$ cat config.mk
export PLATFORM = sky130hd
export DESIGN_NAME = uart_brg_sched
export DESIGN_NICKNAME = d
export VERILOG_FILES = /design/src/rtl/uart_brg_sched.sv
export SDC_FILE = /design/constraint.sdc
export NUM_CORES = 1
export LEC_CHECK = 0
export CORE_MARGIN = 1.5
export CORE_UTILIZATION = 56
export DETAILED_ROUTE_END_ITERATION = 7
export GPL_ROUTABILITY_DRIVEN = 0
export PLACE_DENSITY = 0.85
export SETUP_SLACK_MARGIN = 0.5
export SLEW_MARGIN = 25
export SYNTH_ARGS = -nofsm -noshare
export SYNTH_HDL_FRONTEND = slang
export SYNTH_SLANG_ARGS = --single-unit
$ cat constraint.sdc
create_clock -name clk -period 11.13 [get_ports clk]
set_input_delay 2.7825 -clock clk [delete_from_list [all_inputs] [get_ports clk]]
set_output_delay 2.7825 -clock clk [all_outputs]
set_load 0.01 [all_outputs]
$ cat src/rtl/uart_brg_sched.sv
// Eight-line UART baud-rate generator built around one shared 32-bit fractional-N adder.
// A rotating service pointer gives each line one accumulate slot every eight clocks.
module uart_brg_sched #(
    parameter int unsigned CLKFRQ = 20000000,
    parameter int unsigned CLKDIV = 16
) (
    input  logic        clk,
    input  logic        rst,
    input  logic        clr,
    input  logic [7:0]  lineEN,
    input  logic [31:0] speed,
    output logic [7:0]  brgCLKEN
);

    // Phase increment for a baud rate given in tenths of a baud (134.5 baud is fractional).
    function automatic logic [63:0] calc_incr(input longint unsigned baud_x10);
        logic [95:0] num;
        logic [95:0] den;
        logic [95:0] quo;
        num = (96'd1 << 32) * 96'(CLKDIV) * 96'd8 * 96'(baud_x10);
        den = 96'(CLKFRQ) * 96'd10;
        quo = (num + (den >> 1)) / den;
        return 64'(quo);
    endfunction

    function automatic logic [31:0] incr32(input longint unsigned baud_x10);
        return 32'(calc_incr(baud_x10));
    endfunction

    localparam logic [63:0] INCR_MAX = calc_incr(64'd1152000);

    localparam logic [31:0] INCR_TAB [16] = '{
        incr32(64'd500),   incr32(64'd750),   incr32(64'd1100),  incr32(64'd1345),
        incr32(64'd1500),  incr32(64'd3000),  incr32(64'd6000),  incr32(64'd12000),
        incr32(64'd18000), incr32(64'd20000), incr32(64'd24000), incr32(64'd36000),
        incr32(64'd48000), incr32(64'd72000), incr32(64'd96000), incr32(64'd1152000)
    };

    if (INCR_MAX >= 64'h1_0000_0000) begin : g_incr_range
        $error("uart_brg_sched: 115200 baud increment does not fit in 32 bits for this CLKFRQ/CLKDIV");
    end

    logic [2:0]  ptr;
    logic [31:0] acc [8];
    logic [3:0]  snap [8];
    logic [7:0]  valid;

    logic [3:0]  sel_speed;
    logic [31:0] cur_acc;
    logic [3:0]  cur_snap;
    logic [31:0] incr;
    logic [31:0] base;
    logic [32:0] sum;
    logic [31:0] nxt_acc;
    logic [3:0]  nxt_snap;
    logic        nxt_valid;
    logic        fire;

    assign sel_speed = speed[{ptr, 2'b00} +: 4];

    // brgCLKEN is a one-cycle strobe with no back-pressure: bit n rises for a single
    // clock, one cycle after the slot of line n whose addition carried out of bit 31.
    always_comb begin
        cur_acc   = acc[ptr];
        cur_snap  = snap[ptr];
        incr      = INCR_TAB[sel_speed];
        base      = valid[ptr] ? cur_acc : 32'd0;
        sum       = {1'b0, base} + {1'b0, incr};
        nxt_acc   = 32'd0;
        nxt_snap  = cur_snap;
        nxt_valid = valid[ptr];
        fire      = 1'b0;
        if (!lineEN[ptr]) begin
            nxt_acc = 32'd0;
        end else if (sel_speed != cur_snap) begin
            // A new speed restarts the phase from zero and burns this slot.
            nxt_snap  = sel_speed;
            nxt_valid = 1'b1;
        end else if (!clr) begin
            nxt_acc   = sum[31:0];
            nxt_valid = 1'b1;
            fire      = sum[32];
        end
    end

    always_ff @(posedge clk or posedge rst) begin
        if (rst) begin
            ptr      <= 3'd0;
            brgCLKEN <= 8'h00;
            valid    <= 8'h00;
            for (int i = 0; i < 8; i++) begin
                acc[i]  <= 32'd0;
                snap[i] <= 4'd0;
            end
        end else begin
            ptr       <= ptr + 3'd1;
            brgCLKEN  <= fire ? (8'd1 << ptr) : 8'h00;
            acc[ptr]  <= nxt_acc;
            snap[ptr] <= nxt_snap;
            if (clr) begin
                valid <= 8'h00;
            end else begin
                valid[ptr] <= nxt_valid;
            end
        end
    end

endmodule

==> results of run 1 <==
## how the worst min path moves through the flow
stage                           to  cells past startpoint  slack [ns]
final                     acc[106]                      2        0.47
after global routing      acc[104]                      2        0.50
after CTS                 acc[106]                      2        0.48
after detailed placement   acc[14]                      2        0.47
after global placement    acc[109]                      2        0.46
after floorplan            acc[14]                      2        0.44
## layout by cell type (no fill, tap or decap), types with 11 or more instances in the layout
master / n
nand2_1: 367
dfrtp_1: 305
o21ai_0: 275
nor2_1: 75
a22oi_1: 63
a21oi_1: 62
clkdlybuf4s50_1: 50
ha_1: 44
a221oi_1: 32
clkbuf_16: 31
mux2i_1: 29
buf_4: 28
a31oi_1: 24
nor3_1: 23
nand3_1: 22
o31ai_1: 22
a21o_1: 21
a22o_1: 19
mux2_2: 17
inv_1: 14
a211oi_1: 14
xnor2_1: 12
xor2_1: 11
## critical path: stages
cell	delay [ns]
clkdlybuf4s50_1	0.40
mux4_2	0.48
a221oi_2	0.84
inv_1	0.36
ha_1	0.37
nand2_1	0.16
nand2_1	0.08
o22ai_1	0.19
ha_1	0.24
inv_1	0.06
fa_1	0.40
nor2b_1	0.18
o31a_1	0.21
o31a_1	0.22
a21boi_0	0.11
o221ai_1	0.48
a21oi_1	0.26
o41ai_1	0.62
a31oi_1	0.47
nor4b_1	0.42
## through the flow
step	power, uW	cell area, um2
6_report	2317	17690
5_1_grt	2386	17690
4_1_cts	2319	17660
3_5_place_dp	1314	16670
3_3_place_gp	1308	16670
2_1_floorplan	1264	15940
## sequential cells by signal, indices dropped and copies added, names as in the netlist
register,count
acc,256
snap,32
brgCLKEN,8
valid,8
ptr,3
## cell type report
class	instances	area [um2]
fill	2128	10170
multi-input combinational	1293	7727
sequential	307	7685
clock buffer	45	878.3
timing repair buffer	80	758.2
tap	378	473.0
clock inverter	9	106.4
inverter	15	60.06
## cell families (layout without fill, tap and decap cells)
| group | after synthesis | count (layout) | share of synthesized area [%] |
|---|---|---|---|
| AOI/OAI and AO/OA | 611 | 611 | 24.05 |
| and+or+nand+nor | 557 | 557 | 14.67 |
| DFF | 307 | 307 | 48.22 |
| buffers and inverters | 145 | 149 | 3.715 |
| muxes | 57 | 57 | 4.500 |
| adders and majority gates | 45 | 45 | 3.581 |
| xor gates and xnor gates | 23 | 23 | 1.264 |
## per-layer routing
metal	GRT usage, %	vias to the layer above	routed length (um)
met5	0	-	0
met1	40.75	6909	17800
met2	50.77	802	21040
met4	16.06	0	2167
li1	-	6256	-
met3	5.246	170	4270
## power by group through the flow
stage | sequential (uW) | combinational, uW | clock (uW)
2_1_floorplan | 1170 | 98.4 | 0
3_3_place_gp | 1170 | 141 | 0
6_report | 1150 | 150 | 1020
3_5_place_dp | 1170 | 146 | 0
4_1_cts | 1150 | 147 | 1020
5_1_grt | 1150 | 166 | 1070
==> key figures, run 1 <==
Cells and area
  • Final Non-Filler Cells: 2127
  • Layout cell share with drive strength beyond 1: 7.261%
  • N_diodes: 0
  • Util after Layout: 63.49%
  • Layout Nets: 1816
  • Layout area overhead: 11.03%

Critical path
  • Critical path class: in -> reg
  • Critical R2R Capture: brgCLKEN[1]
  • FF-to-FF path depth: 22
  • Critical path data required time: 11.58 ns
  • CP endpoint: brgCLKEN[1]
  • FF-to-FF Start: ptr[2]
  • Worst-path fanout max: 11
  • R2R setup slack: 3.37 ns
  • Arr. time, crit path: about 9.4 ns
  • Critical Path Sink Type: register
  • Nature of the critical path startpoint: input port
  • Worst Setup SP: speed[17]

Clock network
  • H-tree depth: 1
  • TritonCTS clock tree: done
  • Post-CTS sizing: 0
  • CTS buffer count: 31
  • CTS hold repair buffers: 0
  • Post-CTS setup buffer count: 0
  • CTS Buffer Depth: 3
  • Root buffer cell: clkbuf_16
  • Clock latency on the worst-skew pair: 0.56 ns
  • Clk sinks: between 300 and 400
  • Clk slew on worst S/H paths: 0.07 ns

Die
  • DIE HEIGHT: 171.7 um
  • Die ar.: 29470 um2
  • Core Area: between 20000 and 30000 um2
  • Starting Density: 57.19%
  • I/O Pins: 51
  • Row count: between 60 and 70
  • Die W: 171.7 um

Timing
  • Pins Over Slew Limit: 0
  • Worst slew margin: 32.74%
  • Endpoints failing setup: 0
  • Slew @ Worst Pin: 1.001 ns
  • Worst setup margin: 2.223 ns
  • Max Fclk: 112.3 MHz
  • Min Tclk post-route: around 8.9 ns
  • Clock skew: 0.01876 ns
  • Unrepaired setup endpoints after global routing: no
  • Final Hold Vio Count: 0
  • Final setup TNS: 0 ns
  • Hold WS: approximately 0.47 ns
  • Period utilization: 80.02%

Drt
  • Via density: 6.646
  • First drt pass iteration count: 5
  • Post-route ant nets: 0
  • DR DRC count: 0
  • Starting DRT DRC Count: 1694
  • Routed vias: 14137
  • Routed wire length: 45280 um
  • WL per Instance: approximately 21 um

Synth
  • Post-synth net total: 1833
  • Syn. warnings: 0
  • Share of the synthesized area in the top cell type: between 40% and 50%
  • Yosys reg bits: 307
  • Seq/Total Area, Yosys: between 40% and 50%
  • Largest cells by area after synthesis: dfrtp_1 (48%), nand2_1 (8.8%), o21ai_0 (8.6%)
  • Number of synthesized flops with an enable pin: 0
  • Post-Syn Instances: approximately 1700
  • Top-count cell post-synth: nand2_1
  • Syn Std Cell Area: 15930 um2
  • Syn_area_per_cell: 9.130 um2
  • Synth unique cells: between 60 and 70
  • Commonest cells in the netlist: nand2_1 (375), dfrtp_1 (307), o21ai_0 (275)
  • Main synth FF type: dfrtp_1
  • Post-synth ARST share: 100.0%
  • Synth area leader: dfrtp_1

Global route
  • GRT Residual Overflow: 0
  • Initial antenna violation count: 0
  • Largest net degree at the start of global routing: about 190
  • Vias in the first global route: roughly 14000
  • Tot GR Track Use: 31.36%
  • First-pass GRT wire length: about 73000 um

Place
  • Port buffer count: 50
  • DP Cell Count: 2072
  • Post-DP HPWL: between 20000 and 30000 um
  • Pre-CTS setup slack: 1.867 ns

Hold path
  • Hold Crit Class: reg -> reg
  • Worst hold start: acc[106]

Run status
  • Status: complete, no violations

Pwr
  • Lkg Pwr: 0.007521 uW
  • Clock Power Share: 43.9%
  • Share of power burned in registers: 49.6%
  • Pint: 1781 uW
  • Sw Share: between 20% and 30%
  • PD cells: 131.0 nW/um2
  • Combinational fraction of design power: ~6.5%
  • Worst vdd ir: 112.6 uV
  • NetSw: 536.0 uW

Job
  • Number of max-cap violations: 0
(Power assumes the default switching activity.)
==> run 2, diff against run 1 <==
- clock period: 11.13 -> 7.4 ns (I/O delays scaled with it)
==> run 2 against run 1 <==
Critical path depth shrank 1. Die area is the same. Via count shrank 0.50%. Highest routed layer unchanged.
==> key figures, run 2 (same netlist as run 1, synthesis figures left out) <==
Cells and area
  • Biggest regs: acc: 256 flops, snap: 32 flops
  • Most flops, register: acc
  • Most common cell after layout, fill and taps aside: nand2_1
  • Commonest non-fill, non-tap cells in the layout: nand2_1 (367), dfrtp_1 (305), o21ai_0 (275)
  • Layout Nets: 1831
  • N_diodes: 0
  • Layout cell share with drive strength beyond 1: 9.055%
  • Util after Layout: 64.51%
  • Layout area overhead: 12.80%
  • Max FFs per register: 256

Critical path
  • Slowest-stage cell, CP: a21oi_1
  • Crit-path cells: clkdlybuf4s50_1, mux4_2, a221oi_2, buf_4, ha_1, nor2_1, a21oi_1, o21ai_0, a21oi_1, ha_1, o21ai_0, o21a_1, nor3_1, o21bai_1, nor4_1, o31ai_1, a21oi_1, mux2i_1, nand2_1
  • Worst path depth: 19
  • FF-to-FF path depth: 16
  • FF-to-FF Start: ptr[1]
  • Most used cell, CP: a21oi_1
  • CP Buf/Inv Count: 2
  • CP max stage delay: about 0.86 ns
  • Critical path data required time: 7.84 ns
  • Critical R2R Capture: acc[251]
  • Critical path class: in -> reg
  • Nature of the critical path startpoint: input port
  • CP endpoint: acc[251]
  • Worst Setup SP: speed[21]
  • Worst-path fanout max: 10
  • Crit-path leading delay family: compound AO/OA/AOI/OAI gates
  • Arr. time, crit path: 7.23 ns
  • Critical Path Sink Type: register
  • R2R setup slack: 1.24 ns

Timing
  • Clock skew: 0.02340 ns
  • Min Tclk post-route: roughly 6.8 ns
  • Slew @ Worst Pin: 1.066 ns
  • Final setup TNS: 0 ns
  • Unrepaired setup endpoints after global routing: yes
  • Max Fclk: 147.4 MHz
  • Pins Over Slew Limit: 0
  • Final Hold Vio Count: 0
  • Endpoints failing setup: 0
  • Period utilization: just over 90%
  • Worst slew margin: 28.94%

Drt
  • DR DRC count: 0
  • Routed vias: 14066
  • WL per Instance: 21.42 um
  • First drt pass iteration count: 5
  • Starting DRT DRC Count: 1717
  • Via density: about 6.6
  • Routed wire length: 45950 um
  • Post-route ant nets: 0

Die
  • Core Area: roughly 28000 um2
  • Die W: 171.7 um
  • Die ar.: 29470 um2
  • I/O Pins: 51
  • Starting Density: 57.19%
  • Row count: 61
  • DIE HEIGHT: 171.7 um

Global route
  • First-pass GRT wire length: 73590 um
  • Initial antenna violation count: 0
  • Largest net degree at the start of global routing: between 150 and 200
  • Vias in the first global route: 13876
  • Tot GR Track Use: 32.01%
  • GRT Residual Overflow: 0

Clock network
  • Clk sinks: 307
  • Clock latency on the worst-skew pair: 0.57 ns
  • CTS buffer count: 31
  • CTS Buffer Depth: 3
  • Clk slew on worst S/H paths: 0.06 ns
  • TritonCTS clock tree: done
  • Root buffer cell: clkbuf_16
  • H-tree depth: 1
  • Post-CTS setup buffer count: 0

Pwr
  • Lkg Pwr: 0.007710 uW
  • Share of power burned in registers: roughly 48%
  • Combinational fraction of design power: 6.5%
  • Sw Share: 23.13%
  • PD cells: 200.1 nW/um2
  • NetSw: 831.7 uW
  • Pint: 2763 uW
  • Worst vdd ir: 185.5 uV
  • Clock Power Share: roughly 46%

Hold path
  • Hold Crit Class: reg -> reg

Run status
  • Status: complete, no violations

Job
  • Number of max-cap violations: 0

Place
  • Port buffer count: 50
  • Post-DP HPWL: 28630 um
-- run 2: power groups by stage --
stage	combinational (uW)	sequential, uW	clock, uW
3_3_place_gp	217	1760	0
4_1_cts	225	1730	1640
2_1_floorplan	148	1750	0
6_report	232	1730	1640
3_5_place_dp	223	1760	0
5_1_grt	259	1730	1710
-- run 2: metal layers --
metal / track usage, % / vias up / share of wire [%]
met2: 51.93 / 776 / 46
li1: - / 6297 / -
met3: 5.545 / 186 / 9.0
met4: 17.35 / 0 / 5.2
met1: 40.97 / 6807 / 39
met5: 0 / - / 0
-- run 2: through the flow --
step / instance area (um2) / total power [uW] / setup WS [ns] / std cells / hold WS [ns]
3_5_place_dp: 16780 / 1980 / 0.007971 / 2087 / 0.4645
2_1_floorplan: 15940 / 1902 / 0.7730 / 1745 / 0.4384
5_1_grt: 17970 / 3704 / 0.3065 / 2145 / 0.4954
4_1_cts: 17860 / 3593 / 0.5272 / 2144 / 0.4798
3_3_place_gp: 16780 / 1972 / 0.2320 / 2087 / 0.4555
6_report: 17970 / 3595 / 0.6162 / 2145 / 0.4735
-- run 2: worst min-delay path by stage --
stage,from,end,slack (ns),cells after the start
2_1_floorplan,acc[14],acc[14],0.44,2
3_3_place_gp,acc[15],acc[15],0.46,2
3_5_place_dp,acc[110],acc[110],0.46,2
4_1_cts,acc[3],acc[3],0.48,2
5_1_grt,acc[110],acc[110],0.50,2
6_report,acc[236],acc[236],0.47,2
-- run 2: final cells by class --
cell class                      count  area, um2
Multi-Input combinational cell   1293       7812
Inverter                           15      60.06
Sequential cell                   307       7685
Fill cell                        2143       9887
Clock buffer                       43      920.9
Clock inverter                     14      148.9
Tap cell                          378      473.0
Timing Repair Buffer               95      870.8
-- run 2: worst min-delay path, stage by stage, from the launching register on --
cell and delay (ns):
dfrtp_1 0.34, nand2_1 0.04, o21ai_0 0.06
-- run 2: what timing repair did --
item                       4_1_cts  5_1_grt
setup endpoints to repair        1       63
gates resized for setup          1       12
hold buffers                     0        0
